$ cat src/rtl/mc_ctrl_pkg.sv
// rtl/mc_ctrl_pkg.sv - shared state, opcode and datapath select encodings for the multi-cycle controller
package mc_ctrl_pkg;

  typedef enum logic [3:0] {
    ST_RST     = 4'd0,
    ST_FETCH   = 4'd1,
    ST_DECODE  = 4'd2,
    ST_MEMADDR = 4'd3,
    ST_MEMRD   = 4'd4,
    ST_MEMWB   = 4'd5,
    ST_MEMWR   = 4'd6,
    ST_REXEC   = 4'd7,
    ST_RWB     = 4'd8,
    ST_IEXEC   = 4'd9,
    ST_IWB     = 4'd10,
    ST_BRANCH  = 4'd11,
    ST_JUMP    = 4'd12,
    ST_ILLEGAL = 4'd13,
    ST_HALT    = 4'd14
  } state_e;

  localparam logic [5:0] OP_RTYPE = 6'b000000;
  localparam logic [5:0] OP_ADDI  = 6'b001000;
  localparam logic [5:0] OP_LW    = 6'b100011;
  localparam logic [5:0] OP_SW    = 6'b101011;
  localparam logic [5:0] OP_BEQ   = 6'b000100;
  localparam logic [5:0] OP_J     = 6'b000010;
  localparam logic [5:0] OP_HALT  = 6'b111111;

  localparam logic [1:0] ALUOP_ADD   = 2'b00;
  localparam logic [1:0] ALUOP_SUB   = 2'b01;
  localparam logic [1:0] ALUOP_FUNCT = 2'b10;

  localparam logic [1:0] SRCB_B       = 2'b00;
  localparam logic [1:0] SRCB_FOUR    = 2'b01;
  localparam logic [1:0] SRCB_IMM     = 2'b10;
  localparam logic [1:0] SRCB_IMM_SH2 = 2'b11;

  localparam logic [1:0] PCSRC_ALU    = 2'b00;
  localparam logic [1:0] PCSRC_ALUOUT = 2'b01;
  localparam logic [1:0] PCSRC_JUMP   = 2'b10;

  // Dispatch out of DECODE; anything not recognised traps to ILLEGAL.
  function automatic state_e decode_next(input logic [5:0] op);
    case (op)
      OP_LW, OP_SW: decode_next = ST_MEMADDR;
      OP_RTYPE:     decode_next = ST_REXEC;
      OP_ADDI:      decode_next = ST_IEXEC;
      OP_BEQ:       decode_next = ST_BRANCH;
      OP_J:         decode_next = ST_JUMP;
      OP_HALT:      decode_next = ST_HALT;
      default:      decode_next = ST_ILLEGAL;
    endcase
  endfunction

endpackage

$ cat src/rtl/multicycle_ctrl.sv
// rtl/multicycle_ctrl.sv - multi-cycle MIPS controller FSM with retired-instruction counter
module multicycle_ctrl
  import mc_ctrl_pkg::*;
#(
  parameter int CNT_W = 32
) (
  input  logic             clk,
  input  logic             rst_n,
  input  logic [5:0]       opcode,
  input  logic             mem_ready,
  output logic             pcwrite,
  output logic             pcwritecond,
  output logic             iord,
  output logic             memread,
  output logic             memwrite,
  output logic             memtoreg,
  output logic             irwrite,
  output logic             alusrca,
  output logic             regwrite,
  output logic             regdst,
  output logic [1:0]       alusrcb,
  output logic [1:0]       aluop,
  output logic [1:0]       pcsource,
  output logic             retire,
  output logic             illegal,
  output logic             halted,
  output logic [CNT_W-1:0] retired_count
);

  state_e           state_q, state_d;
  logic [CNT_W-1:0] retired_count_q, retired_count_d;

  // State register; reset lands in RST so every output is 0 immediately.
  always_ff @(posedge clk or negedge rst_n) begin
    if (!rst_n) begin
      state_q <= ST_RST;
    end else begin
      state_q <= state_d;
    end
  end

  // Next-state and Moore output decode; only FETCH/MEMWR outputs look at mem_ready.
  always_comb begin
    state_d     = state_q;
    pcwrite     = 1'b0;
    pcwritecond = 1'b0;
    iord        = 1'b0;
    memread     = 1'b0;
    memwrite    = 1'b0;
    memtoreg    = 1'b0;
    irwrite     = 1'b0;
    alusrca     = 1'b0;
    regwrite    = 1'b0;
    regdst      = 1'b0;
    alusrcb     = SRCB_B;
    aluop       = ALUOP_ADD;
    pcsource    = PCSRC_ALU;
    retire      = 1'b0;
    illegal     = 1'b0;
    halted      = 1'b0;
    case (state_q)
      ST_RST: begin
        state_d = ST_FETCH;
      end
      ST_FETCH: begin
        memread = 1'b1;
        alusrcb = SRCB_FOUR;
        irwrite = mem_ready;
        pcwrite = mem_ready;
        state_d = mem_ready ? ST_DECODE : ST_FETCH;
      end
      ST_DECODE: begin
        alusrcb = SRCB_IMM_SH2;
        state_d = decode_next(opcode);
      end
      ST_MEMADDR: begin
        alusrca = 1'b1;
        alusrcb = SRCB_IMM;
        state_d = (opcode == OP_SW) ? ST_MEMWR : ST_MEMRD;
      end
      ST_MEMRD: begin
        memread = 1'b1;
        iord    = 1'b1;
        state_d = mem_ready ? ST_MEMWB : ST_MEMRD;
      end
      ST_MEMWB: begin
        regwrite = 1'b1;
        memtoreg = 1'b1;
        retire   = 1'b1;
        state_d  = ST_FETCH;
      end
      ST_MEMWR: begin
        memwrite = 1'b1;
        iord     = 1'b1;
        retire   = mem_ready;
        state_d  = mem_ready ? ST_FETCH : ST_MEMWR;
      end
      ST_REXEC: begin
        alusrca = 1'b1;
        alusrcb = SRCB_B;
        aluop   = ALUOP_FUNCT;
        state_d = ST_RWB;
      end
      ST_RWB: begin
        regwrite = 1'b1;
        regdst   = 1'b1;
        retire   = 1'b1;
        state_d  = ST_FETCH;
      end
      ST_IEXEC: begin
        alusrca = 1'b1;
        alusrcb = SRCB_IMM;
        state_d = ST_IWB;
      end
      ST_IWB: begin
        regwrite = 1'b1;
        retire   = 1'b1;
        state_d  = ST_FETCH;
      end
      ST_BRANCH: begin
        alusrca     = 1'b1;
        alusrcb     = SRCB_B;
        aluop       = ALUOP_SUB;
        pcwritecond = 1'b1;
        pcsource    = PCSRC_ALUOUT;
        retire      = 1'b1;
        state_d     = ST_FETCH;
      end
      ST_JUMP: begin
        pcwrite  = 1'b1;
        pcsource = PCSRC_JUMP;
        retire   = 1'b1;
        state_d  = ST_FETCH;
      end
      ST_ILLEGAL: begin
        illegal = 1'b1;
        state_d = ST_FETCH;
      end
      ST_HALT: begin
        halted  = 1'b1;
        state_d = ST_HALT;
      end
      default: begin
        state_d = ST_RST;
      end
    endcase
  end

  // Retire counter next value; wraps naturally at 2^CNT_W.
  always_comb begin
    retired_count_d = retired_count_q;
    if (retire) begin
      retired_count_d = retired_count_q + {{(CNT_W-1){1'b0}}, 1'b1};
    end
  end

  // Retire counter register, cleared asynchronously with the FSM.
  always_ff @(posedge clk or negedge rst_n) begin
    if (!rst_n) begin
      retired_count_q <= '0;
    end else begin
      retired_count_q <= retired_count_d;
    end
  end

  assign retired_count = retired_count_q;

endmodule

$ cat config.mk
export PLATFORM = sky130hd
export DESIGN_NAME = multicycle_ctrl
export DESIGN_NICKNAME = d
export VERILOG_FILES = /design/src/rtl/mc_ctrl_pkg.sv /design/src/rtl/multicycle_ctrl.sv
export SDC_FILE = /design/constraint.sdc
export NUM_CORES = 1
export LEC_CHECK = 0
export CORE_ASPECT_RATIO = 1.25
export CORE_MARGIN = 3
export CORE_UTILIZATION = 49
export DETAILED_ROUTE_END_ITERATION = 8
export PLACE_DENSITY = 0.86
export SLEW_MARGIN = 20
export SYNTH_ARGS = -nofsm -noshare
export SYNTH_HDL_FRONTEND = slang
export SYNTH_SLANG_ARGS = --single-unit
$ cat constraint.sdc
create_clock -name clk -period 2 [get_ports clk]
set_input_delay 0.4 -clock clk [delete_from_list [all_inputs] [get_ports clk]]
set_output_delay 0.4 -clock clk [all_outputs]
set_load 0.01 [all_outputs]
==> out/metrics.cfg <==
[worst_setup_path]
arrival_ns=2.12
critPathCaptureType=flip-flop
slowest_delay_ns=0.45
crit_path_start_kind=flip-flop
crit_slowest_cell=a2111oi_4
crit_fanout=12
crit_path_cell_trace=buf_4 -> mux2i_4 -> buf_4 -> nand3_4 -> a2111oi_4 -> xor2_1
path_class=flip-flop to flip-flop
required_ns=2.19
crit_top_cell=buf_4

[sta]
drv_slew=0
rsz0062_at_grt=true
clock_skew_ns=0.00583
clock.fmax_mhz=519
setup_ws_ns=0.0744
setup_viol=0
hold_viol=0
whs_ns=0.478
finalCritPeriodShare=0.963
tightest_slew_ns=0.457
min_period_ns=1.93
slew_headroom=0.696

[placement]
dp_hpwl_mm=4.08
place_congestion=0.837
pre_cts_slack_ns=-0.241
placed_cells_incl_taps=350
io_buffers=59
placed_area_um2=3110

[job]
maxCapViolations=0

[clock_tree]
htree_levels=2
cts_root_buffer=clkbuf_8
clkTransAtPathRegs_ns=0.07
cts.path.max_buffers=2
cts_sinks=36
cts_buffers=5
worstSkewPairLatency_ns=0.29
cts_hold_buf=0
tritoncts=yes

[route]
drc_errors=0
drt-vias-per-instance=5.68
first_pass_iters=4
ant_nets=0
vias=2049
drt_iter0_markers=120
wire_per_inst_um=15.8
wirelength_mm=5.71

[pwr]
p_clk_frac=0.151
pwr-share-comb=0.533
seqPwrFrac=0.316
leakage_uw=0.00120
p_int_uw=1930
power.density_nw_per_um2=995
p_sw_frac=0.398
p_sw_uw=1280
ir_worst_vdd_uv=692

[logic_synthesis]
synthTopCellsByArea=dfrtp_1 39%, xor2_1 11%, a2111oi_2 6.4%, nand2_1 3.4%, a2111oi_4 2.4%
synthesis.area_um2=2330
ys_seq_area_frac=0.387
avgSynthCellArea_um2=10.5
ys_async_sr_fraction=1.00
synth_edf_count=0
synth.largest_area_cell=dfrtp_1
ys_ff_latch=36
synth_flop_cell=dfrtp_1
syn_nets=232
ys_warn_count=0
yosysTopAreaCellShare=0.387
syn_inst=222
netlist-cell-type-count=50

[floorplan]
initial_core_util=0.518
rows=27
ios=60
die_area_um2=5620
die_w_um=67.7
coreArea_um2=4490
fp.dieH_um=83.1

[final_layout]
multi_input_area_um2=1360
fin_cells=361
utilization=0.717
design_area_um2=3220
nNetsFinal=313
layout-drive-gt1-share=0.238
syn_to_final_growth_pct=38.3
regArea_um2=905
n_fill_cell=343
diodes=0

[global_route]
grt_overflow=0
grt_first_pass_wirelength_mm=9.61
grt_max_degree=37
first_global_vias=2046
antenna_found_initial=0
grt_usage=0.215

[run_status]
status=completed

[worst_hold_path]
hp-class=flip-flop to flip-flop

-- worst max-delay path, delay by kind of cell (launching register included) --
kind	cells	cell delay, ns
XOR/XNOR	1	0.23
multiplexers	1	0.24
AND/OR/NAND/NOR	1	0.21
flip-flops	1	0.37
AO/OA/AOI/OAI	1	0.45
buffers and inverters	2	0.33
-- kinds of logic after synthesis --
family / Yosys count / synth area share
AOI/OAI and AO/OA: 50 / 0.214
xor gates and xnor gates: 33 / 0.124
adders and majority gates: 1 / 0.00537
buffers and inverters: 18 / 0.0484
DFF: 36 / 0.387
muxes: 2 / 0.0145
and+or+nand+nor: 82 / 0.207
-- cell usage after synthesis, drive strengths merged (2+ instances only) --
cell and instances:
nand2b 4, a21boi 5, clkbuf 2, xnor2 4, dfrtp 36, nor3 5, o2111ai 2, xor2 29
inv 4, and2b 2, and4 5, a21o 4, nand3b 2, o21ai 2, o211ai 2, nor2 12
a21oi 10, a211oi 6, or2 2, a2111oi 12, buf 12, or3 2, nand4 7, nand3 12
and3 5, nand2 22
-- layer usage --
| metal | vias to the layer above | GRT usage | wire length, um |
|---|---|---|---|
| li1 | 976 | - | - |
| met1 | 992 | 0.269 | 2280 |
| met2 | 74 | 0.362 | 3040 |
| met3 | 7 | 0.0447 | 306 |
| met4 | 0 | 0.0646 | 80 |
| met5 | - | 0 | 0 |
-- repair_timing --
item | 4_1_cts | 5_1_grt
pin swaps | 0 | 2
setup endpoints to repair | 19 | 17
gates cloned | 0 | 1
setup buffers | 0 | 3
gates resized for setup | 28 | 15
-- placed cells by master, fill, tap and decap left out, types with 2 or more instances in the layout --
cell type / count
xnor2_1: 4
nor3_1: 5
dfrtp_2: 3
nand3_1: 10
buf_2: 2
a21oi_1: 10
dfrtp_1: 33
and4_1: 4
o2111ai_1: 2
dlygate4sd2_1: 13
a2111oi_2: 8
inv_1: 4
or2_2: 2
nand2_1: 21
nor2_1: 10
and3_1: 5
a2111oi_4: 4
or3_1: 2
xor2_1: 29
a21boi_0: 4
a211oi_1: 6
clkbuf_2: 4
clkbuf_8: 5
nand3b_1: 2
nand3_4: 2
nand2b_1: 4
nand4_4: 2
nand4_1: 5
buf_12: 2
clkdlybuf4s50_1: 40
a21o_1: 4
buf_4: 25
-- registers in the layout, indices dropped and copies added, names as in the netlist --
signal	count
state_q	4
retired_count	32
-- final cells by class --
cell class                      instances  area share
Inverter                                4     0.00466
Timing Repair Buffer                   88       0.246
Clock buffer                            6      0.0225
Sequential cell                        36       0.281
Multi-Input combinational cell        168       0.422
Tap cell                               58      0.0225
Clock inverter                          1     0.00155
-- stage by stage --
stage	setup TNS (ns)	power [uW]
floorplan	0	1940
global placement	-1.32	2710
detailed placement	-2.10	2760
CTS	-0.00634	3190
global route	-0.158	3440
finish	0	3200
-- worst paths after layout --
check | start | endpoint | slack [ns] | cells after the start
worst min register to register | retired_count[31]$_DFFE_PN0P_ | retired_count[31]$_DFFE_PN0P_ | 0.48 | 1
worst max-delay path | state_q[1]$_DFF_PN0_ | retired_count[30]$_DFFE_PN0P_ | 0.07 | 6
worst min-delay path | retired_count[31]$_DFFE_PN0P_ | retired_count[31]$_DFFE_PN0P_ | 0.48 | 1
max in group asynchronous | rst_n | state_q[2]$_DFF_PN0_ | 1.12 | 2
min in group asynchronous | rst_n | retired_count[20]$_DFFE_PN0P_ | 0.54 | 2
worst max register to register | state_q[1]$_DFF_PN0_ | retired_count[30]$_DFFE_PN0P_ | 0.07 | 6
-- power groups by stage --
stage	registers (uW)	logic (uW)	clock network, uW
global route	1040	1870	523
detailed placement	1010	1740	0
floorplan	1000	934	0
global placement	1010	1700	0
finish	1010	1710	483
CTS	1010	1680	494
Note: power is estimated with default switching activity, not from simulation.
==> RTL change 1, RTL diff (same settings) <==
Reset style: synchronous (`rst_n`), changed in 2 clocked blocks. Comments in the files are not updated.
--- a/src/rtl/multicycle_ctrl.sv
+++ b/src/rtl/multicycle_ctrl.sv
@@ -31,7 +31,7 @@
   logic [CNT_W-1:0] retired_count_q, retired_count_d;
 
   // State register; reset lands in RST so every output is 0 immediately.
-  always_ff @(posedge clk or negedge rst_n) begin
+  always_ff @(posedge clk) begin
     if (!rst_n) begin
       state_q <= ST_RST;
     end else begin
@@ -155,7 +155,7 @@
   end
 
   // Retire counter register, cleared asynchronously with the FSM.
-  always_ff @(posedge clk or negedge rst_n) begin
+  always_ff @(posedge clk) begin
     if (!rst_n) begin
       retired_count_q <= '0;
     end else begin
Check against the original RTL: differs if rst_n is asserted again (counterexample within 4 cycles, from zero or initial values and one cycle with rst_n low); with rst_n held inactive, the same outputs for 10 cycles.
==> RTL change 1 against the unedited design <==
  * Area after synthesis fell by 6.9%
  * Non-clock buffer count increased by 11
  * Via count is 20% higher
  * Cell area shrank 1.9%
  * Critical path depth fell by 1
  * Sequential cell count did not move
  * Clock skew fell by 0.0024 ns
  * Setup slack worse by 0.030 ns
  * Routed wire length rose by 14%
Power is not compared: it rests on default switching activity, and its combinational part moved more than twofold at a synthesized area within 25%.
==> RTL change 1: results <==
group,metric,value,unit
sta,worstMarginPinSlew,0.359,ns
synth,seq_area_frac_synth,33.2,%
detailed_routing,post_drt_wl_per_cell,15.5,um
setup_path,worst-path-max-fanout,8,
setup_path,r2r_end,"retired_count[22]",
synth,syn-instance-count,273,
synth,synthMuxAreaShare,1.85,%
synth,async_reset_ff_share,0,%
hold_path,hold_start,"retired_count[31]",
placement,post-place-ws,-0.335,ns
detailed_routing,drt_iter0_drc,139,
setup_path,r2r_cells,9,
global_routing,first_global_vias,2423,
setup_path,r2r-start,"state_q[3]",
setup_path,cp-endpoint,"memtoreg",
placement,placed_cell_area,0.00302,sq mm
detailed_routing,routed_wl,6500,um
synth,synth-xor-area-share,4.85,%
setup_path,r2r_slack,0.10,ns
placement,gp_congestion,0.865,
setup_path,crit_slowest_cell,"dfxtp_2",
setup_path,path_class,"reg -> out",
run_status,status,"completed",
setup_path,cpPeakStageDelay,0.33,ns
hold_path,whs_endpoint,"retired_count[31]",
global_routing,grt_usage,25.4,%
cts,cts_resized,26,
synth,synth_area_leaders,"dfxtp_1 33%, nor2_1 5.7%, a21oi_1 4.4%",
sta,finalWorstSetupSlack,0.0441,ns
synth,synth_fp_nets,283,
layout,drive_gt1_share,19.0,%
global_routing,grt_max_degree,17,
detailed_routing,viasPerCell,5.86,
setup_path,worstPathArrival,1.56,ns
synth,synthAdderAreaFrac,0.577,%
synth,synth_common_cells,"36 x dfxtp_1, 33 x nor2_1, 22 x nand2_1",
layout,nets,372,
global_routing,grt_first_pass_wirelength,10700,um
synth,synth-compound-area-share,15.9,%
sta,final.setup_skew,0.00345,ns
sta,timing.hold.ws,0.476,ns
placement,dp_cells,407,
hold_path,holdPathStages,2,
==> RTL change 1: final cells by class <==
class | count | area, sq um
tap | 56 | 70.1
inverter | 4 | 15.0
multi-input combinational | 216 | 1360
clock buffer | 8 | 90.1
fill | 324 | 1010
sequential | 36 | 726
timing repair buffer | 99 | 893
==> RTL change 1: power breakdown <==
group	internal, mW	total [mW]	switching [mW]
clock	0.281	0.535	0.254
combinational	0.122	0.249	0.127
sequential	0.725	0.734	0.00868
==> RTL change 1: routing by layer <==
metal | vias up | global-route usage (%) | routed length (um)
li1 | 1185 | - | -
met1 | 1167 | 26.4 | 2480
met4 | 0 | 13.1 | 173
met3 | 16 | 4.90 | 364
met5 | - | 0 | 0
met2 | 89 | 47.4 | 3480
==> RTL change 1: cell families (layout without fill, tap and decap cells) <==
group,count (synthesis),after routing
and+or+nand+nor,144,144
buffers and inverters,21,111
DFF,36,36
muxes,4,4
adders and majority gates,1,1
AOI/OAI and AO/OA,55,55
xor gates and xnor gates,12,12
==> RTL change 2, RTL diff (same settings) <==
Made on the original files. Change the parameter `CNT_W` from 32 to 64.
--- a/src/rtl/multicycle_ctrl.sv
+++ b/src/rtl/multicycle_ctrl.sv
@@ -2,7 +2,7 @@
 module multicycle_ctrl
   import mc_ctrl_pkg::*;
 #(
-  parameter int CNT_W = 32
+  parameter int CNT_W = 64
 ) (
   input  logic             clk,
   input  logic             rst_n,
Ports: changed (resized retired_count); port bits go from 60 to 92. The function was not compared with the original's and may differ.
==> RTL change 2 against the unedited design <==
  * The run now ends with setup timing left
  * Cell area increased by 77%
  * Count of clock-buffer cells in the layout is 6 higher
  * Sequential cell count grew 32
  * Clock power is 140% higher
  * Routed wire length increased by 110%
  * Hold slack got worse by 0.46 ns
  * Core utilization up 8.7 points
  * Setup slack worse by 0.18 ns
  * Critical path depth grew 2
  * Sequential power is 57% higher
  * Power increased by 33%
  * Via count rose by 75%
  * Area after synthesis increased by 57%
  * Largest power group is now sequential cells
  * Highest routed layer unchanged
==> RTL change 2: results <==
group,metric,value,unit
run_status,status,"finished, violations left",
run_status,violations,"setup timing",
power,peakVddDrop,807,uV
setup_path,worst-path-max-fanout,22,
synth,seq_area_frac_synth,46.4,%
placement,dp_cells,583,
global_routing,antenna_found_initial,0,
detailed_routing,vias,3594,
synth,synth_fp_nets,374,
layout,nets,544,
setup_path,cp-endpoint,"retired_count[40]",
cts,htreeDepth,3,
placement,gp_congestion,0.858,
layout,n_antenna_cell,0,
global_routing,grt_first_pass_wirelength,16800,um
hold_path,worst_hold_path_type,"in -> async",
cts,clk_pin_slew,0.08,ns
placement,port_buffers,91,
layout,drive_gt1_share,30.6,%
synth,synth_area_leaders,"dfrtp_1 46%, xor2_1 11%, xnor2_1 5.0%",
cts,cts_buffers,9,
global_routing,overflow,0,
placement,dp_hpwl,7360,um
global_routing,grt_usage,24.5,%
synth,yosysUniqueCellTypes,51,
setup_path,cpPeakStageDelay,0.47,ns
sta,final.setup_skew,0.0122,ns
sta,finalWorstSetupSlack,-0.105,ns
synth,yosys_warnings,0,
power,p_leak,2.81,nW
setup_path,crit_slowest_cell,"dfrtp_2",
setup_path,worstPathArrival,2.35,ns
synth,async_reset_ff_share,100,%
detailed_routing,drt_iter0_drc,174,
sta,finalSetupViolations,4,
placement,placed_cell_area,0.00505,sq mm
cts,ctsLongestPathBuffers,2,
detailed_routing,viasPerCell,5.71,
detailed_routing,post_drt_wl_per_cell,19.0,um
sta,worstMarginPinSlew,0.568,ns
setup_path,r2r_cells,8,
synth,synth_common_cells,"68 x dfrtp_1, 44 x xor2_1, 32 x nor2_1",
layout,fillCellCount,397,
synth,syn-instance-count,364,
placement,post-place-ws,-0.297,ns
cts,clkLatencyLatePin,0.36,ns
setup_path,startpoint,"state_q[3]",
setup_path,cp_top_family,"simple AND/OR/NAND/NOR gates",
layout,largest_register_ffs,64,
global_routing,grt_max_degree,38,
-- RTL change 2: per-layer routing --
layer	global-route usage [%]	vias to the layer above	part of all wire [%]
li1	-	1624	-
met4	10.9	0	2.3
met3	4.32	28	5.9
met1	26.2	1761	37
met5	0	-	0
met2	47.3	181	55
-- RTL change 2: stage by stage --
stage	setup TNS, ns	util (%)
final	-0.174	80.3
after global routing	-1.03	80.3
after CTS	-0.250	75.6
after detailed placement	-6.74	71.0
after global placement	-4.53	71.0
after floorplan	0	-
-- RTL change 2: worst min-delay path by stage --
stage / depth (start not counted) / slack, ns / to
6_report: 1 / 0.02 / retired_count[54]
5_1_grt: 1 / 0.04 / retired_count[54]
4_1_cts: 1 / 0.04 / retired_count[54]
3_5_place_dp: 1 / 0.41 / retired_count[54]
3_3_place_gp: 1 / 0.40 / retired_count[54]
2_1_floorplan: 0 / 0.10 / retired_count[0]
-- RTL change 2: what timing repair did --
action,4_1_cts,5_1_grt
setup endpoints to repair,24,42
gates resized for setup,55,49
pin swaps,1,21
setup buffers,11,18
gates cloned,0,1
-- RTL change 2: layout make-up --
cell class	instances	share of cell area, %
repair buffers	174	27.3
inverters	11	0.767
clock buffers	12	2.54
clock inverters	4	0.855
multi-input cells	270	36.7
flip-flops and latches	68	29.9
well taps	90	1.97
-- RTL change 2: cells by family (layout without fill, tap and decap cells) --
group	after synthesis	count (layout)	synth area share, %
flip-flops	68	68	46.4
buffers and inverters	26	201	3.28
adder cells (fa/ha/maj)	1	1	0.341
multiplexers	2	2	0.580
AND/OR/NAND/NOR	176	176	28.9
XOR/XNOR	65	65	15.5
AO/OA/AOI/OAI	26	26	4.95
-- RTL change 2: power by group --
group	internal, mW	switching (mW)
clock	0.609	0.551
combinational	0.770	0.730
sequential	1.47	0.126
total	2.85	1.41
